===== src/rtl/ili9341_parallel_8bit_rx.sv =====
// Receiver for the ILI9341 8080-style 8-bit write bus. It synchronises the pins,
// decodes commands and parameters, and turns RAMWR data into (x, y, r, g, b)
// pixels that walk the current CASET/PASET window.
module ili9341_parallel_8bit_rx #(
  parameter int WIDTH       = 320,
  parameter int HEIGHT      = 240,
  parameter int SYNC_STAGES = 2
) (
  input  logic       clk,
  input  logic       reset,
  input  logic       lcd_rst_n,
  input  logic       lcd_cs_n,
  input  logic       lcd_rs,
  input  logic       lcd_wr_n,
  input  logic       lcd_rd_n,
  input  logic [7:0] lcd_d,
  output logic       cmd_valid,
  output logic [7:0] cmd_code,
  output logic       pix_valid,
  output logic [8:0] pix_x,
  output logic [8:0] pix_y,
  output logic [7:0] pix_r,
  output logic [7:0] pix_g,
  output logic [7:0] pix_b,
  output logic       frame_done
);

  typedef enum logic [2:0] {
    CTX_IDLE, CTX_CASET, CTX_PASET, CTX_COLMOD, CTX_RAMWR, CTX_OTHER
  } ctx_e;

  localparam logic [15:0] W_LIM      = 16'(WIDTH);
  localparam logic [15:0] H_LIM      = 16'(HEIGHT);
  localparam logic [15:0] EC_RST     = 16'(WIDTH - 1);
  localparam logic [15:0] EP_RST     = 16'(HEIGHT - 1);
  localparam logic [7:0]  COLMOD_RST = 8'h66;
  // Bus bundle {rst_n, cs_n, rs, wr_n, d[7:0]}; idle = deasserted strobes.
  localparam logic [11:0] BUS_IDLE   = 12'hD00;

  // Reads are not supported; the strobe is accepted and deliberately ignored.
  logic unused_rd;
  assign unused_rd = lcd_rd_n;

  logic [SYNC_STAGES-1:0][11:0] bus_sync_q;
  logic        wr_prev_q, cs_prev_q;
  logic [11:0] bus_s;
  logic        rst_n_s, cs_n_s, rs_s, wr_n_s;
  logic [7:0]  d_s;
  logic        byte_ev, cs_rise, is_cmd, is_data;

  ctx_e        ctx_q;
  logic        cmd_valid_q, pix_valid_q, frame_done_q;
  logic [7:0]  cmd_code_q, pix_r_q, pix_g_q, pix_b_q;
  logic [8:0]  pix_x_q, pix_y_q;
  logic [15:0] sc_q, ec_q, sp_q, ep_q, cur_x_q, cur_y_q;
  logic [7:0]  colmod_q, b0_q, b1_q;
  logic [23:0] par_q;
  logic [2:0]  pidx_q;
  logic [1:0]  phase_q;

  logic        mode16, pix_done, in_range, last_d, soft_rst, swrst;
  logic [7:0]  pix_r_d, pix_g_d, pix_b_d;
  logic [15:0] nx_x_d, nx_y_d;
  logic [4:0]  r5, b5;
  logic [5:0]  g6;

  assign bus_s   = bus_sync_q[SYNC_STAGES-1];
  assign rst_n_s = bus_s[11];
  assign cs_n_s  = bus_s[10];
  assign rs_s    = bus_s[9];
  assign wr_n_s  = bus_s[8];
  assign d_s     = bus_s[7:0];
  // D and RS come from the same stage as WR, so they line up with the edge.
  assign byte_ev = wr_n_s & ~wr_prev_q & ~cs_n_s;
  assign cs_rise = cs_n_s & ~cs_prev_q;
  assign is_cmd  = byte_ev & ~rs_s;
  assign is_data = byte_ev & rs_s;

  assign r5 = b0_q[7:3];
  assign g6 = {b0_q[2:0], d_s[7:5]};
  assign b5 = d_s[4:0];

  // Synchroniser chain on every bus pin plus edge-detect history of WR and CS.
  always_ff @(posedge clk) begin
    // NOTE: clocked state uses <= so every flop samples the pre-edge values.
    if (reset) begin
      bus_sync_q <= {SYNC_STAGES{BUS_IDLE}};
      wr_prev_q  <= 1'b1;
      cs_prev_q  <= 1'b1;
    end else begin
      bus_sync_q <= {bus_sync_q[SYNC_STAGES-2:0],
                     {lcd_rst_n, lcd_cs_n, lcd_rs, lcd_wr_n, lcd_d}};
      wr_prev_q  <= wr_n_s;
      cs_prev_q  <= cs_n_s;
    end
  end

  // Pixel colour expansion, pixel-complete detect and window cursor advance.
  always_comb begin
    // NOTE: every output gets a value before any branch, so no latch is inferred.
    mode16  = (colmod_q == 8'h55);
    pix_r_d = {b0_q[7:2], b0_q[7:6]};
    pix_g_d = {b1_q[7:2], b1_q[7:6]};
    pix_b_d = {d_s[7:2], d_s[7:6]};
    if (mode16) begin
      pix_r_d = {r5, r5[4:2]};
      pix_g_d = {g6, g6[5:4]};
      pix_b_d = {b5, b5[4:2]};
    end
    pix_done = is_data && (ctx_q == CTX_RAMWR) &&
               (phase_q == (mode16 ? 2'd1 : 2'd2));
    in_range = (cur_x_q < W_LIM) && (cur_y_q < H_LIM);
    nx_x_d   = cur_x_q + 16'd1;
    nx_y_d   = cur_y_q;
    last_d   = 1'b0;
    if (cur_x_q == ec_q) begin
      nx_x_d = sc_q;
      if (cur_y_q == ep_q) begin
        nx_y_d = sp_q;
        last_d = 1'b1;
      end else begin
        nx_y_d = cur_y_q + 16'd1;
      end
    end
    swrst    = is_cmd && (d_s == 8'h01) && !reset && rst_n_s;
    soft_rst = reset || !rst_n_s || swrst;
  end

  // Context FSM, parameter capture, pixel assembly and registered outputs.
  always_ff @(posedge clk) begin
    if (soft_rst) begin
      ctx_q        <= CTX_IDLE;
      cmd_valid_q  <= swrst;
      cmd_code_q   <= swrst ? 8'h01 : 8'h00;
      pix_valid_q  <= 1'b0;
      frame_done_q <= 1'b0;
      pix_x_q      <= '0;
      pix_y_q      <= '0;
      pix_r_q      <= '0;
      pix_g_q      <= '0;
      pix_b_q      <= '0;
      sc_q         <= '0;
      ec_q         <= EC_RST;
      sp_q         <= '0;
      ep_q         <= EP_RST;
      colmod_q     <= COLMOD_RST;
      cur_x_q      <= '0;
      cur_y_q      <= '0;
      b0_q         <= '0;
      b1_q         <= '0;
      par_q        <= '0;
      pidx_q       <= '0;
      phase_q      <= '0;
    end else begin
      cmd_valid_q  <= 1'b0;
      pix_valid_q  <= 1'b0;
      frame_done_q <= 1'b0;
      if (is_cmd) begin
        cmd_valid_q <= 1'b1;
        cmd_code_q  <= d_s;
        pidx_q      <= '0;
        phase_q     <= '0;
        case (d_s)
          8'h2A:   ctx_q <= CTX_CASET;
          8'h2B:   ctx_q <= CTX_PASET;
          8'h3A:   ctx_q <= CTX_COLMOD;
          8'h2C: begin
            ctx_q   <= CTX_RAMWR;
            cur_x_q <= sc_q;
            cur_y_q <= sp_q;
          end
          8'h3C:   ctx_q <= CTX_RAMWR;
          default: ctx_q <= CTX_OTHER;
        endcase
      end else if (is_data) begin
        case (ctx_q)
          CTX_CASET, CTX_PASET: begin
            if (pidx_q != 3'd4) pidx_q <= pidx_q + 3'd1;
            case (pidx_q)
              3'd0: par_q[23:16] <= d_s;
              3'd1: par_q[15:8]  <= d_s;
              3'd2: par_q[7:0]   <= d_s;
              3'd3: begin
                // Start and end commit together on the fourth byte only.
                if (ctx_q == CTX_CASET) begin
                  sc_q <= par_q[23:8];
                  ec_q <= {par_q[7:0], d_s};
                end else begin
                  sp_q <= par_q[23:8];
                  ep_q <= {par_q[7:0], d_s};
                end
              end
              default: ;
            endcase
          end
          CTX_COLMOD: begin
            if (pidx_q == 3'd0) colmod_q <= d_s;
            if (pidx_q != 3'd4) pidx_q <= pidx_q + 3'd1;
          end
          CTX_RAMWR: begin
            if (pix_done) begin
              phase_q      <= '0;
              pix_x_q      <= cur_x_q[8:0];
              pix_y_q      <= cur_y_q[8:0];
              pix_r_q      <= pix_r_d;
              pix_g_q      <= pix_g_d;
              pix_b_q      <= pix_b_d;
              pix_valid_q  <= in_range;
              frame_done_q <= last_d;
              cur_x_q      <= nx_x_d;
              cur_y_q      <= nx_y_d;
            end else begin
              phase_q <= phase_q + 2'd1;
              if (phase_q == 2'd0) b0_q <= d_s;
              else                 b1_q <= d_s;
            end
          end
          default: ;
        endcase
      end
      // Deselecting the chip abandons any partially received pixel.
      if (cs_rise) phase_q <= '0;
    end
  end

  assign cmd_valid  = cmd_valid_q;
  assign cmd_code   = cmd_code_q;
  assign pix_valid  = pix_valid_q;
  assign pix_x      = pix_x_q;
  assign pix_y      = pix_y_q;
  assign pix_r      = pix_r_q;
  assign pix_g      = pix_g_q;
  assign pix_b      = pix_b_q;
  assign frame_done = frame_done_q;

endmodule

===== config.mk =====
export PLATFORM = sky130hd
export DESIGN_NAME = ili9341_parallel_8bit_rx
export DESIGN_NICKNAME = d
export VERILOG_FILES = /design/src/rtl/ili9341_parallel_8bit_rx.sv
export SDC_FILE = /design/constraint.sdc
export NUM_CORES = 1
export LEC_CHECK = 0
export ABC_AREA = 1
export CORE_UTILIZATION = 32
export DETAILED_ROUTE_END_ITERATION = 12
export HOLD_SLACK_MARGIN = 0.12
export PLACE_DENSITY = 0.48
export SLEW_MARGIN = 20
export SYNTH_ARGS = -nofsm -noshare
export SYNTH_HDL_FRONTEND = slang
export SYNTH_SLANG_ARGS = --single-unit

===== constraint.sdc =====
create_clock -name clk -period 2.3 [get_ports clk]
set_clock_uncertainty 0.15 [all_clocks]
set_input_delay 0.23 -clock clk [delete_from_list [all_inputs] [get_ports clk]]
set_output_delay 0.23 -clock clk [all_outputs]
set_load 0.005 [all_outputs]

==> results of run 1 <==
==> timing repair <==
action	CTS	global route
endpoints found under the setup margin	0	0
hold buffers	12	0
buffers inserted	0	0
endpoints found under the hold margin	12	0
==> cells by family (layout without fill, tap and decap cells) <==
logic type      Yosys count  in the layout  synth area share (%)
flops                   227            227                  46.3
buf+inv                 242            342                  9.87
simple gates            588            588                  24.6
compound gates          324            324                  16.8
xor+xnor                 16             16                  1.40
fa+ha+maj                 8              8                  1.00
==> power by group through the flow <==
stage	clock network [uW]	registers [uW]	logic [uW]
3_3_place_gp	0	4080	271
5_1_grt	4680	4000	310
3_5_place_dp	0	4080	271
2_1_floorplan	0	4080	135
4_1_cts	4530	4000	287
6_report	4420	4000	284
==> sequential cells by signal, indices dropped and copies added, names as in the netlist, 3 cells and up <==
register and count:
ctx_q 3, cmd_code 8, pix_x 9, pix_b 8
bus_s 12, sc_q 16, bus_sync_q 12, cur_x_q 16
pix_g 6, colmod_q 8, b1_q 6, ec_q 16
cur_y_q 16, pix_r 8, sp_q 16, pidx_q 3
ep_q 16, par_q 24, pix_y 9, b0_q 8
==> worst max-delay path by stage <==
stage,from,to,slack (ns)
2_1_floorplan,pidx_q[0]$_SDFFE_PP0P_,sp_q[13]$_SDFFE_PP0P_,0.55
3_3_place_gp,bus_s[0]$_SDFF_PP0_,cur_x_q[5]$_SDFFE_PP0P_,0.20
3_5_place_dp,bus_s[0]$_SDFF_PP0_,cur_x_q[5]$_SDFFE_PP0P_,0.23
4_1_cts,bus_s[0]$_SDFF_PP0_,cur_x_q[5]$_SDFFE_PP0P_,0.21
5_1_grt,cur_x_q[3]$_SDFFE_PP0P_,cur_y_q[13]$_SDFFE_PP0P_,0.03
6_report,bus_s[0]$_SDFF_PP0_,cur_x_q[5]$_SDFFE_PP0P_,0.22
==> metrics by stage <==
stage / util, % / std cells / setup slack (ns) / area [sq um]
floorplan: - / 1405 / 0.548 / 9990
global route: 40.2 / 1901 / 0.0273 / 12300
CTS: 40.2 / 1901 / 0.212 / 12300
global placement: 36.7 / 1843 / 0.196 / 11300
finish: 40.2 / 1901 / 0.221 / 12300
detailed placement: 36.7 / 1843 / 0.225 / 11300
==> cell type report <==
class	instances	area, sq um	area share, %
clock buffer	35	786	6.38
clock inverter	11	140	1.14
inverter	171	643	5.22
multi-input combinational	936	4380	35.6
sequential	227	4620	37.5
tap	396	495	4.02
timing repair buffer	125	1250	10.1
==> placed cells by master (no fill, tap or decap), types with 11 or more instances in the layout <==
cell type          n
nand2_1          329
dlygate4sd3_1     12
o21ai_0          107
clkdlybuf4s50_1   66
a211oi_1          11
inv_1            140
xor2_1            16
dfxtp_1          219
nand3_1           67
nor2_1           138
clkbuf_16         27
inv_2             27
o21ai_1           36
nand4_1           12
buf_4             38
a21oi_1          162
==> layer usage <==
metal / part of all wire [%] / vias to the layer above / wire length [um]
li1: - / 4675 / -
met1: 47 / 4069 / 13700
met2: 45 / 156 / 13100
met3: 3.6 / 53 / 1040
met4: 3.6 / 0 / 1030
met5: 0 / - / 0
==> worst max-delay path: cells and delay by family (launching register included) <==
| family | cells | cell delay (ns) |
|---|---|---|
| buffers and inverters | 2 | 0.49 |
| and+or+nand+nor | 4 | 0.43 |
| AOI/OAI and AO/OA | 3 | 0.59 |
| DFF | 1 | 0.31 |
==> Yosys cell counts, drive strengths merged, types with 4 or more instances <==
cell type,n,share of area (%)
nand4,13,0.88
inv,167,6.3
ha,8,1.0
nand3,69,3.6
edfxtp,8,2.4
o211ai,5,0.38
o21ai,143,7.2
nor3,9,0.45
clkbuf,34,1.3
buf,37,2.1
nor2,144,5.6
dfxtp,219,44
clkinv,4,0.15
xor2,16,1.4
or2,9,0.56
nand2,334,13
a21oi,164,8.4
a211oi,11,0.83
==> impl_results.md, run 1 <==
- CTS Buf Count: 26
- Core Area: 0.0307 sq mm
- Number of warnings issued by yosys: 0
- Root buffer cell: clkbuf_16
- Leakage: 0.00506 uW
- Cell Rows: 64
- Met1 usage: 24.7%
- Number of cells on the worst reg-to-reg path: 9
- HPWL after DPL: 19,700 um
- Switching Fraction: 21.7%
- Status: finished, final reports clean
- Pin count of the biggest net entering global routing: 69
- Hold Path Class: input pin to flop
- Critical Path Source Type: flop
- Syn Nets: 1,428
- Die X: 179 um
- Psw: 1890 uW
- Synth async-reset ratio: 0%
- Gr usage total: 18.6%
- Dominant synthesized flop cell: dfxtp_1
- RSZ-0062 raised after global routing: false
- Max rail drop VDD: 0.000415 V
- Worst-Margin Slew: 0.462 ns
- Slowest stage delay, CP: 0.31 ns
- GPL Wtd Cong: 0.857
- Die Area: 0.0319 sq mm
- Final Net Count: 1,510
- Final Hold Fails: 0
- Port bufs: 66
- Clock power share: 50.8%
- WHS Endpoint: cs_prev_q$_SDFF_PP1_
- DRT Pass-1 Iters: 5
- Clk_lat worst skew: 0.53 ns
- Slew margin rel.: 69.1%
- CTS tree: yes
- Initial antenna violation count: 0
- Die H: 179 um
- Htree depth: 1
- Post-synthesis sequential area ratio: 46.3%
- Gate power share: 3.3%
- Syn Inst Count: 1,405
- Crit Path Max Fanout: 16
- DRC: 0
- Routed len/inst: 15.2 um
- Critical path data arrival time: 2.35 ns
- CTS Sinks: 227
- Worst R2R End: cur_x_q[5]$_SDFFE_PP0P_
- Final slew viol count: 0
- Global route overflow: 0
- N_diodes: 0
- Reg-to-reg startpoint: bus_s[0]$_SDFF_PP0_
- Hold Crit Depth: 3
- I/O Pins: 68
- Global-route wire length before repair: 46,300 um
- Internal Power: 6810 uW
- Clk pin slew, worst setup/hold paths: 0.06 ns
- Share of layout cells above drive strength 1: 9.90%
- Number of synthesized flops with an enable pin: 8
- Number of global-route vias before repair: 8,620
- Register bit total from synthesis: 227
- Post-cts resize count: 0
- Type of the worst setup path: flop to flop
- Critical Path Slowest Stage Cell: dfxtp_1
- Fin crit share: 90.4%
- Global Route met2 Usage: 30.5%
- F_max: 481 MHz
- First DRT Iteration DRCs: 490
- Avg Cell Area, Syn: 7.11 sq um
- WP data required: 2.57 ns
- Starting Density: 32.6%
- Max cap viols: 0
- HP Start: reset
- Fillers: 3,263
- Maximum clock path buffer count: 3
- Crit path capture type: flop
- Yosys cell types: 38
- Tmin final: 2.08 ns
- Pwr Density: 706 mW/mm^2
- Setup TNS Final: 0 ns
- Drt total wl: 28,900 um
- Via/cell ratio: 4.71
- Crit path cell chain: inv_2, nand2_1, nor2_1, a31oi_1, a21oi_4, buf_4, nand2_1, a21oi_1, nor2_1
- Routed vias: 8,953
- Setup violations, final: 0
- Hold_ws: 0.230 ns
- P&R area growth vs syn: 23.3%
- Mapped Area: 0.00999 sq mm
- Grt peak-use layer: met2
- Post-route ant nets: 0
- Worst R2R Setup Slack: 0.22 ns
- Sequential fraction of design power: 45.9%
- Met3 Use GR: 2.46%
- Overall Power: 8700 uW
No activity file was read; power rests on OpenSTA's default activity.
==> inputs of run 2 (changes only) <==
--- a/config.mk
+++ b/config.mk
@@ -6,6 +6,8 @@
 export NUM_CORES = 1
 export LEC_CHECK = 0
 export ABC_AREA = 1
+export ABC_CLOCK_PERIOD_IN_PS = 2300
+export CORE_MARGIN = 1.5
 export CORE_UTILIZATION = 32
 export DETAILED_ROUTE_END_ITERATION = 12
 export HOLD_SLACK_MARGIN = 0.12
==> run 2 against run 1 <==
Flip-flop and latch count unchanged. Clock-buffer cell count increased by 4. Worst setup slack improved by 0.092 ns. Cell area increased by 0.12%. Combinational power about the same. Utilization about the same. Sequential share of layout area about the same. Largest power group unchanged.
==> impl_results.md, run 2 (synthesis gave the netlist of run 1 again) <==
- Status: finished, final reports clean
- Leakage: 0.00508 uW (+0.34%)
- Tmin final: 1.99 ns (-0.0923 ns)
- Via/cell ratio: 4.70 (-0.14%)
- Post-cts resize count: 0 (unchanged)
- Drt total wl: 28,300 um (-2.0%)
- DRC: 0 (unchanged)
- Critical path data arrival time: 2.31 ns (-0.04 ns)
- Clock power share: 51.1% (+0.3 points)
- Slew margin rel.: 64.6% (-4.5 points)
- FF/Latch Area: 0.00462 sq mm (unchanged)
- Final slew viol count: 0 (unchanged)
- GPL Wtd Cong: 0.846 (-1.2%)
- Finished Layout Cells: 1,907 (+0.32%)
- Max cap viols: 0 (unchanged)
- Starting Density: 32.6% (unchanged)
- Global-route wire length before repair: 45,700 um (-1.2%)
- Routed len/inst: 14.9 um (-2.3%)
- Post-placement cell count: 1,845 (+0.11%)
- Htree depth: 1 (unchanged)
- Critical Path Source Type: flop
- Final Util: 40.2% (+0.049 points)
- WP data required: 2.62 ns (+0.05 ns)
- CTS tree: yes
- Initial antenna violation count: 0 (unchanged)
- P&R area growth vs syn: 23.4%
- Fin crit share: 86.4% (-4.0 points)
- Gr usage total: 17.4% (-1.1 points)
- Global route overflow: 0 (unchanged)
- Max reg flops: 24 (unchanged)
- Internal Power: 6810 uW (about the same)
- Post-route ant nets: 0 (unchanged)
- CTS Sinks: 227 (unchanged)
- Number of global-route vias before repair: 8,341 (-3.2%)
- Commonest non-fill, non-tap cell in the layout: nand2_1
- Type of the worst setup path: flop to flop
- Pwr Density: 709 mW/mm^2 (+0.37%)
- Maximum clock path buffer count: 3 (unchanged)
- RSZ-0062 raised after global routing: false
- Crit path capture type: flop
- Fillers: 3,260 (-0.092%)
- Core Area: 0.0307 sq mm (unchanged)
- Die Area: 0.0323 sq mm (+1.1%)
- Cell Rows: 64 (unchanged)
- Die X: 180 um (+0.56%)
- N_diodes: 0 (unchanged)
- Clk_lat worst skew: 0.56 ns (+0.03 ns)
- Worst-Margin Slew: 0.530 ns (+0.0676 ns)
- Routed vias: 8,969 (+0.18%)
- Gate power share: 3.2% (about the same)
- Psw: 1940 uW (+2.4%)
- Most frequent cells in the layout: 329 x nand2_1, 219 x dfxtp_1, 162 x a21oi_1
- Root buffer cell: clkbuf_16
- F_max: 503 MHz (+4.6%)
- First DRT Iteration DRCs: 475 (-3.1%)
- Switching Fraction: 22.1% (+0.42 points)
- Port bufs: 66 (unchanged)
- I/O Pins: 68 (unchanged)
- Area of the multi-input gates: 0.00438 sq mm (unchanged)
- Clk pin slew, worst setup/hold paths: 0.06 ns (about the same)
- Share of layout cells above drive strength 1: 9.86% (-0.039 points)
- Setup TNS Final: 0 ns (unchanged)
- Crit Path Max Fanout: 38 (+22)
- Setup violations, final: 0 (unchanged)
- Final Hold Fails: 0 (unchanged)
- Die H: 180 um (+0.56%)
- Sequential fraction of design power: 45.7% (-0.2 points)
- DRT Pass-1 Iters: 4 (-1)
- Max rail drop VDD: 0.000568 V (+37%)
- Hold Path Class: input pin to flop
- Reg with most FFs: par_q
- Pin count of the biggest net entering global routing: 48 (-30%)
- HPWL after DPL: 19,600 um (-0.59%)
- CTS Buf Count: 27 (+3.8%)
- Final Net Count: 1,513 (+0.20%)
[run 2: area by class of cell]
class / count / area share (%)
clock buffer: 39 / 6.33
clock inverter: 11 / 1.28
inverter: 171 / 5.22
multi-input combinational: 936 / 35.5
sequential: 227 / 37.5
tap: 396 / 4.02
timing repair buffer: 127 / 10.1
[run 2: through the flow]
step	total power [uW]	area [sq um]	hold slack (ns)	setup slack [ns]
2_1_floorplan	4220	9990	0.184	0.548
3_3_place_gp	4350	11300	0.242	0.284
3_5_place_dp	4350	11300	0.243	0.241
4_1_cts	8850	12300	0.182	0.287
5_1_grt	9050	12300	0.208	0.0813
6_report	8740	12300	0.198	0.314
[run 2: final timing paths]
kind | startpoint | end | slack (ns) | depth (start not counted)
max | bus_s[5]$_SDFF_PP0_ | ep_q[8]$_SDFFE_PP0P_ | 0.31 | 8
min | reset | cs_prev_q$_SDFF_PP1_ | 0.20 | 3
max reg2reg | bus_s[5]$_SDFF_PP0_ | ep_q[8]$_SDFFE_PP0P_ | 0.31 | 8
min reg2reg | bus_sync_q[7]$_SDFF_PP0_ | bus_s[7]$_SDFF_PP0_ | 0.24 | 2
[run 2: worst max-delay path, stage by stage (launching register included)]
cell      delay [ns]
dfxtp_1         0.40
buf_4           0.19
nor3_1          0.06
nand3_1         0.11
nand3_2         0.15
clkinv_2        0.14
buf_4           0.38
o21ai_0         0.18
a21oi_1         0.14
[run 2: power by group through the flow]
stage               Sequential [uW]  Clock (uW)  Combinational, uW
floorplan                      4080           0                135
global placement               4080           0                269
detailed placement             4080           0                269
CTS                            4000        4560                285
global route                   4000        4740                308
finish                         4000        4460                281
[run 2: layer usage]
layer  wire length [um]  GRT usage [%]  vias up
met1              13800           23.5     4119
met5                  0              0        -
met4                669           4.57        0
met3                717           2.09       42
li1                   -              -     4684
met2              13200           29.5      124
[run 2: what timing repair did]
action                                 CTS  global route
endpoints found under the hold margin   12             0
buffers inserted                         0             0
hold buffers                            12             0
